## src/rtl/skid_buffer_stage.sv

```systemverilog
// Two-entry valid/ready skid buffer with fully registered up_ready/dn_valid/dn_data.
// Optional back-pressure statistics counter enabled by defining SKID_STATS_EN.

module skid_buffer_stage #(
  parameter int WIDTH = 8
) (
  input  logic             clk,
  input  logic             rst_n,
  input  logic             up_valid,
  input  logic [WIDTH-1:0] up_data,
  output logic             up_ready,
  output logic             dn_valid,
  output logic [WIDTH-1:0] dn_data,
  input  logic             dn_ready,
  output logic [15:0]      stall_cnt
);

  // state | meaning
  // EMPTY | no word held; dn_valid=0, up_ready=1
  // BUSY  | one word in main; dn_valid=1, up_ready=1
  // FULL  | main and skid both held; dn_valid=1, up_ready=0
  typedef enum logic [1:0] {
    ST_EMPTY = 2'b00,
    ST_BUSY  = 2'b01,
    ST_FULL  = 2'b10
  } state_e;

  state_e           state_q, state_d;
  logic [WIDTH-1:0] main_q, main_d;
  logic [WIDTH-1:0] skid_q, skid_d;
  logic             dn_valid_q, dn_valid_d;
  logic             up_ready_q, up_ready_d;

  always_comb begin
    state_d = state_q;
    main_d  = main_q;
    skid_d  = skid_q;
    case (state_q)
      ST_EMPTY: begin
        if (up_valid) begin
          main_d  = up_data;
          state_d = ST_BUSY;
        end
      end
      ST_BUSY: begin
        if (up_valid && dn_ready) begin
          main_d = up_data;
        end else if (up_valid) begin
          skid_d  = up_data;
          state_d = ST_FULL;
        end else if (dn_ready) begin
          state_d = ST_EMPTY;
        end
      end
      ST_FULL: begin
        if (dn_ready) begin
          main_d  = skid_q;
          state_d = ST_BUSY;
        end
      end
      default: state_d = ST_EMPTY;
    endcase
    // Handshake flops are loaded from the next state so outputs never see inputs.
    dn_valid_d = (state_d == ST_BUSY) || (state_d == ST_FULL);
    up_ready_d = (state_d != ST_FULL);
  end

  always_ff @(posedge clk or negedge rst_n) begin
    if (!rst_n) begin
      state_q    <= ST_EMPTY;
      main_q     <= '0;
      skid_q     <= '0;
      dn_valid_q <= 1'b0;
      up_ready_q <= 1'b1;
    end else begin
      state_q    <= state_d;
      main_q     <= main_d;
      skid_q     <= skid_d;
      dn_valid_q <= dn_valid_d;
      up_ready_q <= up_ready_d;
    end
  end

  assign up_ready = up_ready_q;
  assign dn_valid = dn_valid_q;
  assign dn_data  = main_q;

`ifdef SKID_STATS_EN
  logic [15:0] stall_cnt_q, stall_cnt_d;

  always_comb begin
    stall_cnt_d = stall_cnt_q;
    if (dn_valid_q && !dn_ready && (stall_cnt_q != 16'hFFFF)) begin
      stall_cnt_d = stall_cnt_q + 16'd1;
    end
  end

  always_ff @(posedge clk or negedge rst_n) begin
    if (!rst_n) begin
      stall_cnt_q <= 16'h0000;
    end else begin
      stall_cnt_q <= stall_cnt_d;
    end
  end

  assign stall_cnt = stall_cnt_q;
`else
  assign stall_cnt = 16'h0000;
`endif

endmodule

```

## config.mk

```make
export PLATFORM = sky130hd
export DESIGN_NAME = skid_buffer_stage
export DESIGN_NICKNAME = d
export VERILOG_FILES = /design/src/rtl/skid_buffer_stage.sv
export SDC_FILE = /design/constraint.sdc
export NUM_CORES = 1
export LEC_CHECK = 0
export CAP_MARGIN = 10
export CORE_UTILIZATION = 39
export DETAILED_ROUTE_END_ITERATION = 10
export PLACE_DENSITY = 0.75
export SLEW_MARGIN = 20
export SYNTH_ARGS = -nofsm -noshare
export SYNTH_HDL_FRONTEND = slang
export SYNTH_SLANG_ARGS = --single-unit
```

## constraint.sdc

```tcl
create_clock -name clk -period 1.5 [get_ports clk]
set_clock_uncertainty 0.1 [all_clocks]
set_input_delay 0.15 -clock clk [delete_from_list [all_inputs] [get_ports clk]]
set_output_delay 0.15 -clock clk [all_outputs]
set_load 0.005 [all_outputs]
```

## Word-level counts from Yosys, hierarchy flattened

Cells that the tools add are included.

- Register bits after elaboration: 20
- Input port bits: 12
- Output and inout port bits: 26
- Logic and storage cells: 30

- Eq/ne operators: 8
- Muxes and demuxes: 10
- Bitwise gates (word level): 1
- Reduce and logical (&&, ||, !) cells: 6

Operators by type and width:

| kind | count |
|---|---|
| two-way mux 8 bit | 3 |
| case mux 8 bit (3 select lines) | 1 |
| two-way mux 2 bit | 5 |
| != test 2 bit, second input constant | 4 |
| case mux 2 bit (3 select lines) | 1 |
| == test 2 x 1 -> 1 bit, second input constant | 2 |
| == test 2 bit, second input constant | 2 |
| AND reduction 4 bit | 1 |
| AND reduction 3 bit | 1 |
| nonzero test 3 bit | 1 |
| logical NOT 2 bit | 1 |
| logical AND 1 bit | 1 |
| logical OR 1 bit | 1 |
| NOT 1 bit | 1 |

## Depth between registers and ports, before layout

Gate-level depths: netlist of the first run.

- Depth after elaboration: 6
- Depth in mapped cells: 6
- Gate-level depth less buffers: 5

## Least setup slack after synthesis of the first run

Ideal clock, no wire load.

- Path kind: flip-flop to flip-flop
- Start: reg state_q[0]
- End: reg main_q[0], in the netlist dn_data[0]
- Arrival: 1,263 ps
- Slack: 12 ps
- Cell stages (with the launch flop): 6
- Buffers on the path: 1
- Period minus slack after synthesis: 1,488 ps
- Cells stage by stage: dfrtp_1 nor2b_1 buf_6 o21ai_2 o21ai_2 mux2_2

- Longest elaborated chain between the ends: 3

RTL lines:

| element | line | text |
|---|---|---|
| start, declared | 28 | `state_e state_q, state_d;` |
| start signal, assigned | 76 | `state_q <= state_d;` |
| == test 2 x 1 -> 1 bit, or another cell as far along | 38 | `case (state_q)` |
| != test 2 bit (no source line) or nonzero test 3 bit (tied branches) | -- |  |
| AND reduction 4 bit (no source line) | -- |  |
| end signal, assigned | 77 | `main_q <= main_d;` |
| end, declared | 29 | `logic [WIDTH-1:0] main_q, main_d;` |

Parallel ways exist; a longest one is shown, timed or not.
A chain may end at the register's enable or synchronous reset.

## Worst setup path after layout of the first run

- Start: reg state_q[0]
- End: reg dn_valid_q, in the netlist dn_valid

- Longest elaborated chain between the ends: 6

RTL lines:

| element | line | text |
|---|---|---|
| two-way mux 2 bit | 51 | `end else if (dn_ready) begin` |
| two-way mux 2 bit | 48 | `end else if (up_valid) begin` |
| two-way mux 2 bit | 46 | `if (up_valid && dn_ready) begin` |
| case mux 2 bit (3 select lines) * | 38 |  |
| == test 2 x 1 -> 1 bit or == test 2 bit (tied branches) | 64 | `dn_valid_d = (state_d == ST_BUSY) \|\| (state_d == ST_FULL);` |
| logical OR 1 bit * | 64 |  |
| net dn_valid_d | 31 | `logic dn_valid_q, dn_valid_d;` |
| end signal, assigned | 79 | `dn_valid_q <= dn_valid_d;` |
| end, declared | 31 |  |

The timed path passes the listed nets; every way through them passes the cells marked *.

==> summary.md, run 1 <==
| Metric | Value |
|---|---|
| Required time worst endpoint | ~1600 ps |
| Finish-stage setup viols | 15 |
| Final Util | 59.9% |
| Drc violations | 0 |
| Port bufs | 21 |
| Largest net degree at the start of global routing | 21 |
| Nets | approximately 130 |
| Commonest non-fill, non-tap cells in the layout | 21 x mux2_4, 20 x clkdlybuf4s50_1, 19 x dfrtp_1 |
| Leak | 0.687 nW |
| Setup TNS | -400 ps |
| Startpoint Class | register |
| Initial core utilization | 41.0% |
| Die height | 52.8 µm |
| Cell Area, Synth | 0.00101 mm² |
| Cts hold-fix bufs | 0 |
| Failing checks | setup timing |
| Vias in the first global route | 642 |
| Ys Warns | 0 |
| Post-synthesis sequential area ratio | 49.8% |
| P&R area growth vs syn | 46.0% |
| Root buffer cell | clkbuf_4 |
| RSZ-0062 raised after global routing | yes |
| Yosys reg bits | 20 |
| Max Cap Viol | 0 |
| Worst setup margin | -83.5 ps |
| Clock tree buffer depth | 2 |
| Via density per instance | about 4.5 |
| Synth Area per Inst | between 10 and 15 µm² |
| Final slew viol count | 0 |
| Cts bufs inserted | 3 |
| Synth Instances | 77 |
| DRT Pass-1 Iters | 3 |
| Placed cell count | between 100 and 150 |
| Die X | between 50 and 60 µm |
| Clock Sinks | 20 |
| Final Hold Viols | 0 |
| Maximum clock frequency | around 0.63 GHz |
| Outcome | complete, but fails checks |
| Placement row count | 18 |
| Power Dens Cells | 1350 mW/mm² |
| Placed wire-length estimate | 1200 µm |
| Initial antenna violation count | 0 |
| Commonest non-fill, non-tap cell in the layout | mux2_4 |
| Gr ovfl total | 0 |
| First-pass GRT wire length | 2860 µm |
| Final Routed Wirelength | around 1900 µm |
| Die ar. | 0.00279 mm² |
| H-tree depth | 1 |
| Layout cell share with drive strength beyond 1 | a little over two fifths |
| Routed via count | between 600 and 700 |
| GPL Wtd Cong | slightly below 0.7 |
| Crit share post-route | 106% |
| Global-route usage over all layers | approximately 14% |
| Num ports | 38 |
| Worst path arrival time | ~1700 ps |
| WS Path Type | reg2reg |
| Ant diodes | 0 |
| Min cycle time layout | between 1500 and 2000 ps |
| Initial DRC count | 2 |
| VDD IR max | 778 µV |
| Clock-pin slew on the worst setup and hold paths | about 110 ps |
| CTS tree | yes |
| Post-synth cell types | 15 |
| WL/cell | about 13 µm |
| Clock Latency Late Sink | 290 ps |
| Hold Path Class | in2async |
| Pwr Total | approximately 0.0020 W |
| Non-filler cells, final | around 140 |
| Core area | around 0.0025 mm² |
| CP max FO | 3 |
| Hold slack | 76.8 ps |
| Worst setup EP type | register |
| Antenna-violating nets left | 0 |
-- power breakdown --
part,switching (W),total [W],internal (W)
logic,0.000249,0.000837,0.000588
clock network,0.000155,0.000303,0.000148
registers,0.000114,0.000850,0.000736
-- Yosys cell counts --
cell	n	share of area [%]
nor2b_1	2	1.2
nand2b_1	2	1.2
mux2_2	25	28
inv_1	3	1.1
a21oi_1	1	0.50
ha_1	1	1.2
o21a_1	1	0.75
dfrtp_1	19	47
nor2_2	1	0.62
buf_4	16	12
nor2_1	1	0.37
buf_6	1	1.1
dfstp_2	1	2.6
o21ai_2	2	1.7
conb_1	1	0.37
-- state kept, by name, indices dropped and copies added, names as in the netlist --
signal and flops:
dn_data 8, skid_q 8, state_q 2, dn_valid 1, up_ready 1
-- cell families after synthesis --
logic type | synth area share, %
buffers and inverters | 14.2
muxes | 28.0
DFF | 49.8
adders and majority gates | 1.24
AOI/OAI and AO/OA | 2.98
and+or+nand+nor | 3.48
other | 0.372
-- worst max-delay path, stage by stage, from the launching register on --
cell and delay (ps):
dfrtp_1 420, buf_6 140, nand2b_4 50, mux2_2 260
o21a_1 200, ha_1 280, inv_1 40
-- layer usage --
| metal | share of wire (%) | track usage (%) | up-vias | wire (µm) |
|---|---|---|---|---|
| li1 | - | - | 298 | - |
| met1 | 45 | 18.8 | 324 | 851 |
| met2 | 49 | 23.4 | 26 | 925 |
| met3 | 5.4 | 2.32 | 2 | 101 |
| met4 | 0.48 | 6.58 | 0 | 9 |
| met5 | 0 | 0 | - | 0 |
-- repair_timing --
action / in CTS / in global routing
gates resized for setup: 18 / 16
buffers inserted: 3 / 1
pin swaps: 3 / 3
endpoints found under the setup margin: 10 / 18
-- final timing paths --
| path | startpoint | end | slack [ps] | cells after the start |
|---|---|---|---|---|
| worst min-delay path | rst_n | skid_q[4]$_DFFE_PN0P_ | 80 | 2 |
| max in group asynchronous | rst_n | up_ready$_DFF_PN1_ | 960 | 2 |
| worst max register to register | state_q[0]$_DFF_PN0_ | dn_valid$_DFF_PN0_ | -80 | 6 |
| worst max-delay path | state_q[0]$_DFF_PN0_ | dn_valid$_DFF_PN0_ | -80 | 6 |
| worst min register to register | dn_data[4]$_DFFE_PN0P_ | dn_data[4]$_DFFE_PN0P_ | 420 | 1 |
| min in group clk | up_data[3] | skid_q[3]$_DFFE_PN0P_ | 410 | 2 |
-- stage by stage --
step / area (µm²) / worst slack (ps)
2_1_floorplan: 1060 / 11.9
3_3_place_gp: 1250 / -255
3_5_place_dp: 1250 / -301
4_1_cts: 1400 / -68.5
5_1_grt: 1470 / -131
6_report: 1470 / -83.5
-- area by class of cell --
type	count	area (µm²)
multi-input cells	52	533
inverters	3	11.3
clock buffers	4	36.3
flip-flops and latches	20	502
well taps	30	37.5
fillers	198	985
repair buffers	34	350
No activity file was read; power rests on OpenSTA's default activity.
==> run 2, diff against run 1 <==
Settings changed: CAP_MARGIN 10 to default, CORE_UTILIZATION 39 to 54, DONT_BUFFER_PORTS from default to 1, PLACE_DENSITY 0.75 to 0.72.
Clock period 1.5 ns to 1.4 ns, I/O delays scaled along.
==> summary.md, run 2 (synthesis gave the netlist of run 1 again) <==
| Metric | Value |
|---|---|
| Clock Sinks | 20 |
| VDD IR max | 1130 µV |
| Critical path's largest stage delay | roughly 420 ps |
| Hold Path Class | in2reg |
| Drc violations | 0 |
| Crit path max-delay family | flip-flops |
| Fill cells | 114 |
| Commonest non-fill, non-tap cells in the layout | 23 x mux2_4, 19 x dfrtp_1, 16 x conb_1 |
| Max Cap Viol | 0 |
| Largest net degree at the start of global routing | 21 |
| Final Hold Viols | 1 |
| Startpoint Class | register |
| Via density per instance | roughly 4.8 |
| Worst setup margin | -151 ps |
| CP max FO | 3 |
| Critical path's slowest cell | dfrtp_1 |
| Ant diodes | 0 |
| P&R area growth vs syn | 36.4% |
| Power Dens Cells | about 1500 mW/mm² |
| WL/cell | roughly 15 µm |
| Placed wire-length estimate | approximately 1100 µm |
| Nets | ~120 |
| Final Util | a little under 80% |
| Initial antenna violation count | 0 |
| Non-filler cells, final | 127 |
| H-tree depth | 1 |
| Routed via count | just over 600 |
| Worst Tran Pin Value | around 870 ps |
| Worst setup EP type | register |
| Final Routed Wirelength | approximately 1900 µm |
| Commonest non-fill, non-tap cell in the layout | mux2_4 |
| Layout cell share with drive strength beyond 1 | between 40% and 50% |
| Antenna-violating nets left | 0 |
| Maximum clock frequency | between 0.6 and 0.7 GHz |
| GPL Wtd Cong | roughly 0.73 |
| Reg2reg setup slack | -150 ps |
| Port bufs | 0 |
| WS Path Type | reg2reg |
| CP Cell Sequence | buf_6 -> nand2b_4 -> mux2_2 -> o21a_1 -> ha_1 -> inv_1 |
| Clock Latency Late Sink | around 310 ps |
| Num ports | 38 |
| Placement row count | 15 |
| First-pass GRT wire length | 2940 µm |
| Worst Path Buf+Inv | 2 |
| Failing checks | hold timing, setup timing |
| Hold slack | -6.90 ps |
| Slew HR | a little over two fifths |
| Gr ovfl total | 0 |
| Core area | approximately 0.0017 mm² |
| Placed cell count | 107 |
| Die X | 45.2 µm |
| Finish-stage setup viols | 18 |
| Clock-pin slew on the worst setup and hold paths | 110 ps |
| Outcome | complete, but fails checks |
| Worst path arrival time | approximately 1700 ps |
| Clock tree buffer depth | 2 |
| Die ar. | between 0.002 and 0.0025 mm² |
| Leak | approximately 0.65 nW |
| DRT Pass-1 Iters | 4 |
| Min cycle time layout | between 1500 and 2000 ps |
| Vias in the first global route | slightly below 600 |
| Root buffer cell | clkbuf_4 |
| Die height | about 45 µm |
| Cts bufs inserted | 3 |
| Crit share post-route | 111% |
| Global-route usage over all layers | around 22% |
| Final slew viol count | 0 |
| CTS tree | yes |
| Required time worst endpoint | ~1500 ps |
| Initial DRC count | 3 |
| RSZ-0062 raised after global routing | yes |
| Initial core utilization | between 50% and 60% |
run 2: changes by cell type in the layout (fill, tap and decap cells not counted), sizes merged:
cell           before  now
buf                13    9
bufinv              0    1
clkbuf              4    3
clkdlybuf4s50      20    0
dlygate4sd2         1    0
dlygate4sd3         0   14
run 2: layout make-up:
cell class              instances  area [µm²]  area share [%]
clock inverters                 1        30.0            2.19
multi-input cells              52         538            39.2
clock buffers                   3        22.5            1.64
flip-flops and latches         20         502            36.5
inverters                       3        11.3           0.820
repair buffers                 23         239            17.4
well taps                      25        31.3            2.28
run 2: final timing paths:
path / end / start / depth (start not counted)
min in group asynchronous: dn_data[7]$_DFFE_PN0P_ / rst_n / 1
setup / recovery: dn_valid$_DFF_PN0_ / state_q[0]$_DFF_PN0_ / 6
max in group asynchronous: dn_data[1]$_DFFE_PN0P_ / rst_n / 1
setup reg to reg: dn_valid$_DFF_PN0_ / state_q[0]$_DFF_PN0_ / 6
hold reg to reg: skid_q[0]$_DFFE_PN0P_ / skid_q[0]$_DFFE_PN0P_ / 1
hold / removal: dn_data[3]$_DFFE_PN0P_ / up_data[3] / 2
run 2: routing by layer:
metal | wire length, µm | track usage [%] | part of all wire, % | vias up
met2 | 921 | 31.6 | 48 | 26
met5 | 0 | 0 | 0 | -
li1 | - | - | - | 275
met1 | 849 | 30.8 | 44 | 303
met3 | 94 | 3.20 | 4.9 | 5
met4 | 51 | 12.7 | 2.7 | 0
run 2: what timing repair did:
action,4_1_cts,5_1_grt
pin swaps,2,1
resized for setup,33,1
hold endpoints to repair,33,4
buffers inserted,2,0
hold buffers,10,4
setup endpoints to repair,18,18
run 2: power breakdown:
part	switching (W)	total [W]	internal (W)
registers	0.000148	0.000938	0.000790
clock network	0.000186	0.000476	0.000290
logic	0.000213	0.000656	0.000444
run 2: metrics by stage:
step	setup slack (ps)	instance area [µm²]	hold slack, ps	setup TNS [ps]	total power [W]
after floorplan	-88.1	1070	-256	-744	0.00124
after global placement	-169	1020	-255	-2060	0.00130
after detailed placement	-227	1020	-255	-2660	0.00133
after CTS	-147	1330	0.459	-1900	0.00205
after global routing	-208	1370	1.21	-2770	0.00217
final	-151	1370	-6.90	-1880	0.00207
==> run 3, diff against run 2 <==
Settings changed: CORE_MARGIN from default to 2.
==> summary.md, run 3 (synthesis gave the netlist of run 1 again) <==
| Metric | Value |
|---|---|
| Drc violations | 0 |
| Final Util | between 70 and 80% |
| Global-route usage over all layers | between 20% and 30% |
| Layout cell share with drive strength beyond 1 | 46.0% |
| Root buffer cell | clkbuf_4 |
| Critical path origin | state_q[0]$_DFF_PN0_ |
| Commonest non-fill, non-tap cells in the layout | 23 x mux2_4, 19 x dfrtp_1, 16 x conb_1 |
| Register area | 502 µm² |
| First-pass GRT wire length | 3140 µm |
| Initial DRC count | 2 |
| Failing checks | setup timing |
| Fill cells | roughly 110 |
| Reg2reg setup slack | -200 ps |
| Worst setup EP type | register |
| Worst Tran Pin Value | 889 ps |
| Slew HR | 40.6% |
| Clock-pin slew on the worst setup and hold paths | between 100 and 150 ps |
| Required time worst endpoint | approximately 1500 ps |
| Min cycle time layout | approximately 1600 ps |
| Num ports | 38 |
| Cts bufs inserted | 3 |
| Maximum clock frequency | roughly 0.63 GHz |
| Hold Path Class | in2reg |
| Final Routed Wirelength | roughly 2000 µm |
| Die ar. | 0.00223 mm² |
| FF-to-FF path depth | 6 |
| Clock Latency Late Sink | approximately 300 ps |
| H-tree depth | 1 |
| Placed wire-length estimate | about 1100 µm |
| Initial core utilization | between 50 and 60% |
| Nets | between 100 and 150 |
| Outcome | complete, but fails checks |
| Leak | 0.641 nW |
| Critical R2R Launch | state_q[0]$_DFF_PN0_ |
| Routed via count | about 600 |
| Worst setup margin | -197 ps |
| Die X | 47.2 µm |
| WS Path Type | reg2reg |
| Die height | 47.2 µm |
| Final Hold Viols | 0 |
| Gr ovfl total | 0 |
| Port bufs | 0 |
| Commonest non-fill, non-tap cell in the layout | mux2_4 |
| Largest net degree at the start of global routing | 21 |
| Final slew viol count | 0 |
| Max Cap Viol | 0 |
| Worst path arrival time | approximately 1700 ps |
| Initial antenna violation count | 0 |
| Crit share post-route | 114% |
| Antenna-violating nets left | 0 |
| Clock Sinks | 20 |
| Clock tree buffer depth | 2 |
| Power Dens Cells | around 1400 mW/mm² |
| Core area | between 0.0015 and 0.002 mm² |
| Hold slack | around 0.8 ps |
| Ant diodes | 0 |
| P&R area growth vs syn | 33.4% |
| Worst setup path endpoint | dn_valid$_DFF_PN0_ |
| CTS tree | yes |
| Via density per instance | 4.71 |
| WL/cell | 15.7 µm |
| Placement row count | 15 |
| DRT Pass-1 Iters | 2 |
| CP max FO | 3 |
| WHS Path Cells | 3 |
| GPL Wtd Cong | 0.744 |
| Startpoint Class | register |
| R2r endpoint | dn_valid$_DFF_PN0_ |
| Pwr Total | roughly 0.0019 W |
| Area of the multi-input gates | 543 µm² |
| Vias in the first global route | 653 |
| Finish-stage setup viols | 18 |
| RSZ-0062 raised after global routing | yes |
| VDD IR max | around 1000 µV |
[run 3: cell count changes in the layout (fill, tap and decap cells not counted)]
cell           change
o21ai_2            -1
nor2b_1            +1
buf_6              +1
nor2b_2            -1
dlygate4sd3_1      -3
o21ai_4            +1
bufinv_16          -1
clkbuf_8           +1
[run 3: what timing repair did]
item                                    CTS  global route
setup buffers                             3             0
pin swaps                                 2             1
hold buffers                             10             1
gates resized for setup                  34             1
endpoints found under the hold margin    29             1
endpoints found under the setup margin   18            18
[run 3: cell type report]
class | instances | share of cell area (%)
flip-flops and latches | 20 | 37.3
well taps | 25 | 2.33
clock buffers | 4 | 2.70
repair buffers | 21 | 16.4
inverters | 3 | 0.838
multi-input cells | 52 | 40.4
[run 3: worst min-delay path by stage]
stage | startpoint | end | slack, ps
final | dn_ready | state_q[0]$_DFF_PN0_ | 0.8
after detailed placement | rst_n | dn_data[2]$_DFFE_PN0P_ | -260
after CTS | up_data[1] | dn_data[1]$_DFFE_PN0P_ | 4
after global placement | rst_n | dn_data[2]$_DFFE_PN0P_ | -260
after global routing | up_data[6] | dn_data[6]$_DFFE_PN0P_ | 6
after floorplan | rst_n | dn_data[0]$_DFFE_PN0P_ | -260
[run 3: power breakdown]
part / internal [W] / switching [W]
clock network: 0.000158 / 0.000175
registers: 0.000790 / 0.000141
logic: 0.000451 / 0.000215
total: 0.00140 / 0.000531
[run 3: per-layer routing]
layer,track usage (%),vias up,wire (µm)
met5,0,-,0
met4,8.33,0,13
met3,3.08,2,107
met2,34.5,22,1010
met1,28.3,292,827
li1,-,273,-
[run 3: metrics by stage]
stage                     TNS [ps]  cell area (µm²)  worst slack [ps]  std cells
after detailed placement     -2940             1020              -258        107
after global routing         -3320             1340              -259        125
after floorplan               -744             1070             -88.1         92
final                        -2220             1340              -197        125
after CTS                    -1900             1330              -168        124
after global placement       -2140             1020              -177        107
[run 3: critical path, stage by stage, from the launching register on]
cell	delay, ps
dfrtp_1	440
buf_6	140
nand2b_4	50
mux2_2	270
o21a_1	190
ha_1	280
inv_1	40
